--- config.mk ---
export PLATFORM = sky130hd
export DESIGN_NAME = seg7_scan_ctrl_flat
export DESIGN_NICKNAME = d
export VERILOG_FILES = /design/src/rtl/seg7_scan_ctrl_pkg.sv /design/src/rtl/seg7_scan_ctrl_if.sv /design/src/rtl/hex_to_seg7.sv /design/src/rtl/seg7_scan_ctrl.sv /design/src/flat_wrapper.sv
export SDC_FILE = /design/constraint.sdc
export NUM_CORES = 1
export LEC_CHECK = 0
export CAP_MARGIN = 15
export CELL_PAD_IN_SITES_DETAIL_PLACEMENT = 2
export CELL_PAD_IN_SITES_GLOBAL_PLACEMENT = 2
export CORE_UTILIZATION = 34
export DETAILED_ROUTE_END_ITERATION = 8
export GPL_ROUTABILITY_DRIVEN = 0
export PLACE_DENSITY = 0.91
export SLEW_MARGIN = 20
export SYNTH_ARGS = -nofsm -noshare
export SYNTH_HDL_FRONTEND = slang
export SYNTH_SLANG_ARGS = --single-unit
--- constraint.sdc ---
create_clock -name clk -period 2.55 [get_ports clk]
set_clock_uncertainty 0.15 [all_clocks]
set_input_delay 0.3825 -clock clk [delete_from_list [all_inputs] [get_ports clk]]
set_output_delay 0.3825 -clock clk [all_outputs]
set_load 0.05 [all_outputs]
--- src/rtl/seg7_scan_ctrl_pkg.sv ---
// Shared types, constants and the hex-to-segment table
// for the two-digit 7-segment scan controller.
package seg7_scan_ctrl_pkg;

    localparam logic [6:0] SEG_BLANK = 7'h00;
    localparam logic [1:0] AN_LO     = 2'b01;
    localparam logic [1:0] AN_HI     = 2'b10;

    typedef enum logic {
        SLOT_LSB = 1'b0,
        SLOT_MSB = 1'b1
    } slot_e;

    // Segment order {g,f,e,d,c,b,a}, active-high, a = bit 0.
    function automatic logic [6:0] seg7_of(input logic [3:0] i_nib);
        seg7_of = SEG_BLANK;
        unique case (i_nib)
            4'h0: seg7_of = 7'h3F;
            4'h1: seg7_of = 7'h06;
            4'h2: seg7_of = 7'h5B;
            4'h3: seg7_of = 7'h4F;
            4'h4: seg7_of = 7'h66;
            4'h5: seg7_of = 7'h6D;
            4'h6: seg7_of = 7'h7D;
            4'h7: seg7_of = 7'h07;
            4'h8: seg7_of = 7'h7F;
            4'h9: seg7_of = 7'h6F;
            4'hA: seg7_of = 7'h77;
            4'hB: seg7_of = 7'h7C;
            4'hC: seg7_of = 7'h39;
            4'hD: seg7_of = 7'h5E;
            4'hE: seg7_of = 7'h79;
            4'hF: seg7_of = 7'h71;
        endcase
    endfunction

endpackage

--- src/rtl/seg7_scan_ctrl_if.sv ---
// Valid/ready byte channel feeding the scan controller.
// master = value source, slave = seg7_scan_ctrl.
interface seg7_scan_ctrl_if;

    logic       in_valid;
    logic [7:0] in_data;
    logic       in_ready;

    modport master (
        output in_valid,
        output in_data,
        input  in_ready
    );

    modport slave (
        input  in_valid,
        input  in_data,
        output in_ready
    );

endinterface

--- src/rtl/hex_to_seg7.sv ---
// One-nibble hex to 7-segment decoder (active-high).
module hex_to_seg7
    import seg7_scan_ctrl_pkg::*;
(
    input  logic [3:0] i_nib,
    output logic [6:0] o_seg
);

    assign o_seg = seg7_of(i_nib);

endmodule

--- src/rtl/seg7_scan_ctrl.sv ---
// Two-digit 7-segment scan controller: shadowed input,
// frame-aligned commit, digit decode and anode scan.
module seg7_scan_ctrl
    import seg7_scan_ctrl_pkg::*;
#(
    parameter int DIV        = 50000,
    parameter int CW         = 16,
    parameter bit ACTIVE_LOW = 1'b0
) (
    input  logic             clk,
    input  logic             rst,
    seg7_scan_ctrl_if.slave  bus,
    input  logic             blank_lz,
    output logic [6:0]       msb,
    output logic [6:0]       lsb,
    output logic             dec,
    output logic [1:0]       an,
    output logic             frame_tick
);

    localparam logic [CW-1:0] CNT_LAST = CW'(DIV - 1);

    logic [CW-1:0] r_cnt;
    slot_e         r_dec;
    logic          r_tick;
    logic [7:0]    r_shadow;
    logic          r_pend;
    logic [7:0]    r_disp;
    logic          r_live;

    logic          w_wrap;
    logic          w_frame;
    logic          w_acc;
    logic [6:0]    w_seg_hi;
    logic [6:0]    w_seg_lo;
    logic [6:0]    w_msb;
    logic [6:0]    w_lsb;
    logic [1:0]    w_an;

    assign w_wrap  = (r_cnt == CNT_LAST);
    assign w_frame = w_wrap & (r_dec == SLOT_MSB);
    assign w_acc   = bus.in_valid & ~r_pend;

    assign bus.in_ready = ~r_pend;

    always_ff @(posedge clk or posedge rst) begin
        if (rst) begin
            r_cnt  <= '0;
            r_dec  <= SLOT_LSB;
            r_tick <= 1'b0;
        end else begin
            r_tick <= w_frame;
            if (w_wrap) begin
                r_cnt <= '0;
                r_dec <= (r_dec == SLOT_MSB) ? SLOT_LSB : SLOT_MSB;
            end else begin
                r_cnt <= r_cnt + 1'b1;
            end
        end
    end

    // r_live keeps the display blank until the first commit after reset.
    always_ff @(posedge clk or posedge rst) begin
        if (rst) begin
            r_shadow <= '0;
            r_pend   <= 1'b0;
            r_disp   <= '0;
            r_live   <= 1'b0;
        end else if (w_frame & r_pend) begin
            r_disp <= r_shadow;
            r_pend <= 1'b0;
            r_live <= 1'b1;
        end else if (w_acc) begin
            r_shadow <= bus.in_data;
            r_pend   <= 1'b1;
        end
    end

    hex_to_seg7 u_seg_hi (
        .i_nib (r_disp[7:4]),
        .o_seg (w_seg_hi)
    );

    hex_to_seg7 u_seg_lo (
        .i_nib (r_disp[3:0]),
        .o_seg (w_seg_lo)
    );

    always_comb begin
        w_lsb = r_live ? w_seg_lo : SEG_BLANK;
        w_msb = r_live ? w_seg_hi : SEG_BLANK;
        if (blank_lz && (r_disp[7:4] == 4'h0)) begin
            w_msb = SEG_BLANK;
        end
        w_an = (r_dec == SLOT_MSB) ? AN_HI : AN_LO;
    end

    assign msb        = ACTIVE_LOW ? ~w_msb : w_msb;
    assign lsb        = ACTIVE_LOW ? ~w_lsb : w_lsb;
    assign an         = ACTIVE_LOW ? ~w_an  : w_an;
    assign dec        = r_dec;
    assign frame_tick = r_tick;

endmodule
--- src/flat_wrapper.sv ---
// flat-port wrapper written by rule: the top's interface ports become plain ports
module seg7_scan_ctrl_flat import seg7_scan_ctrl_pkg::*;
#(
    parameter int DIV        = 50000,
    parameter int CW         = 16,
    parameter bit ACTIVE_LOW = 1'b0
)
  (clk, rst, blank_lz, msb, lsb, dec, an, frame_tick, bus_in_valid, bus_in_data, bus_in_ready);
  seg7_scan_ctrl_if bus_i ();
  input  logic clk;
  input  logic rst;
  input  logic blank_lz;
  output logic [6:0] msb;
  output logic [6:0] lsb;
  output logic dec;
  output logic [1:0] an;
  output logic frame_tick;
  input wire logic [$bits(bus_i.in_valid)-1:0] bus_in_valid;
  input wire logic [$bits(bus_i.in_data)-1:0] bus_in_data;
  output wire logic [$bits(bus_i.in_ready)-1:0] bus_in_ready;
  assign bus_i.in_valid = bus_in_valid;
  assign bus_i.in_data = bus_in_data;
  assign bus_in_ready = bus_i.in_ready;
  seg7_scan_ctrl #(.DIV(DIV), .CW(CW), .ACTIVE_LOW(ACTIVE_LOW)) u_core (.clk(clk), .rst(rst), .bus(bus_i), .blank_lz(blank_lz), .msb(msb), .lsb(lsb), .dec(dec), .an(an), .frame_tick(frame_tick));
endmodule
==> flow_metrics.tcl <==
set metrics [dict create \
    antenna_found_initial 0 \
    yosysTopAreaCellShare_pct 43.8 \
    rsz0062_at_grt "yes" \
    p_total_mw 1.05 \
    worst-path-buf-inv 2 \
    slew_violations 0 \
    required_ns 2.02 \
    cts_hold_buf 0 \
    tns_ns 0 \
    fp.dieArea_um2 6360 \
    cts_tree "yes" \
    drt-total-wl_um 5450 \
    synthesis.nets 224 \
    crit_type "register to output pin" \
    cts_sinks 36 \
    setup_viol 0 \
    status "complete, no violations" \
    nets 258 \
    rows 27 \
    grt_pass1_vias 1790 \
    yosys.area.top_type "dfrtp_1" \
    crit_path_end_kind "output pin" \
    post_cts_buffers 0 \
    drt_first_pass_iters 4 \
    yosysWarnings 0 \
    cap_violations 0 \
    clk_path_buf_depth 2 \
    startpoint "u_core.r_disp[5]$_DFFE_PP0P_" \
    async_flop_share_pct 100 \
    grt_max_degree 24 \
    synthCells 199 \
    final.min_clock_period_ns 2.45 \
    overflow 0 \
    synth_area_um2 2050 \
    power.leakage_nw 1.16 \
    clock.fmax_ghz 0.408 \
    syn_avg_cell_area_um2 10.3 \
    r2r_slack_ns 0.43 \
    worstMarginPinSlew_ns 0.540 \
    relSlewSlack_pct 63.7 \
    die_w_um 79.7 \
    die_h_um 79.7 \
    initial_core_util_pct 36.2 \
    grt_pass1_wl_um 9090 \
    hold_ws_ns 0.315 \
    max_stage_delay_ns 0.43 \
    final_common_cell "dfrtp_1" \
    drive_gt1_share_pct 23.9 \
    ys.flop_type "dfrtp_1" \
    boundaryPins 31 \
    drt_iter0_drc 45 \
    h-tree-depth 2 \
    ir_drop_mv 0.305 \
    core-area_um2 5680 \
    path_cells "inv_1, ha_1, nor2b_1, a211o_1, a21oi_1, buf_12" \
    synth_area_leaders "dfrtp_1, mux2_2, ha_1" \
    clk_latency_ns 0.28 \
    final_cell_mix "dfrtp_1, nor2_1, mux2_2, clkdlybuf4s50_1, ha_1" \
    viasPerCell 5.26 \
    rr_worst_depth 5 \
    synth_edf_count 0 \
    regToRegEndpoint "u_core.r_disp[0]$_DFFE_PP0P_" \
    cts_root_buffer "clkbuf_8" \
    wire_per_inst_um 17.8 \
    p_per_area_nw_per_um2 404 \
    fin_crit_sh_pct 96.0 \
    ant_nets 0 \
    vias 1610 \
    syn_to_final_growth_pct 26.9 \
    ys_types 41 \
    start_kind "register" \
    cp_max_fo 7 \
    grt_use_total_pct 19.3 \
    path_clk_slew_ns 0.07 \
    critPathSlowestCell "dfrtp_2" \
    numCtsBuffers 5 \
    hold_path_class "primary input to async pin" \
    crit_family "compound AO/OA/AOI/OAI gates" \
    r2r-start "u_core.r_cnt[0]$_DFF_PP0_" \
    final-hold-violation-count 0 \
    diodes 0 \
    io_buffers 30 \
    cp.arrival_ns 1.92 \
    yosysSeqAreaShare_pct 43.8 \
    dp_hpwl_um 3970 \
    drc 0 \
    synth-seq-cells 36 \
]
tightest hold or removal path: cells and delay by family:
family / cells / cell delay (ns)
buffers and inverters: 3 / 0.73
Yosys cell counts (3+ instances only):
cell type,instances
or2_2,3
inv_1,11
xnor2_1,8
nand4_1,4
mux2_2,16
dfrtp_1,36
xor2_1,5
nand2_1,12
nand2b_1,4
ha_1,13
o21ai_0,4
a211oi_1,4
nor2_1,19
nor3_1,3
nor2b_1,4
nand3_1,7
o31ai_1,3
a21oi_1,10
clkbuf_1,5
logic make-up (layout without fill, tap and decap cells):
family | Yosys count | in the layout | share of synthesized area, %
compound gates | 31 | 31 | 10.2
xor+xnor | 13 | 13 | 5.54
fa+ha+maj | 13 | 13 | 7.92
buf+inv | 19 | 54 | 3.78
flops | 36 | 36 | 43.8
mux | 17 | 17 | 9.26
simple gates | 70 | 70 | 19.5
worst max-delay path by stage:
stage	end	slack (ns)	cells after the start
2_1_floorplan	msb[5]	-0.19	5
3_3_place_gp	msb[5]	0.38	5
3_5_place_dp	msb[6]	0.16	6
4_1_cts	msb[0]	0.02	6
5_1_grt	msb[4]	-0.0002	6
6_report	msb[0]	0.10	6
area by class of cell:
class | instances | area [um2]
clock buffers | 8 | 90.1
fillers | 581 | 3070
inverters | 11 | 41.3
multi-input cells | 144 | 1090
flip-flops and latches | 36 | 903
well taps | 72 | 90.1
repair buffers | 35 | 390
sequential cells by signal, indices dropped and copies added (netlist names):
name and flops:
u_core.r_cnt 16, u_core.r_disp 8, u_core.r_shadow 8, u_core.dec 1, u_core.frame_tick 1, u_core.r_live 1
u_core.r_pend 1
per-layer routing:
metal	share of wire [%]	routed length [um]	GRT usage, %	vias to the layer above
met5	0	0	0	-
met4	2.1	114	6.96	0
met2	55	2990	36.2	29
li1	-	-	-	762
met1	40	2200	21.1	808
met3	2.7	145	3.89	11
timing repair:
| item | 4_1_cts | 5_1_grt |
|---|---|---|
| gates resized for setup | 3 | 2 |
| endpoints found under the setup margin | 3 | 4 |
| pin swaps | 0 | 0 |
power breakdown:
group          switching (mW)  internal, mW  total (mW)
Combinational          0.0200        0.0279      0.0478
Sequential            0.00756         0.586       0.593
Clock                   0.193         0.220       0.413
metrics by stage:
step / worst slack, ns / instances / util [%] / instance area [um2]
after floorplan: -0.193 / 199 / - / 2050
after global placement: 0.380 / 298 / 44.0 / 2500
after detailed placement: 0.164 / 298 / 44.0 / 2500
after CTS: 0.0221 / 306 / 45.9 / 2610
after global routing: -0.000167 / 306 / 45.9 / 2610
final: 0.101 / 306 / 45.9 / 2610
No activity file was read; power rests on OpenSTA's default activity.
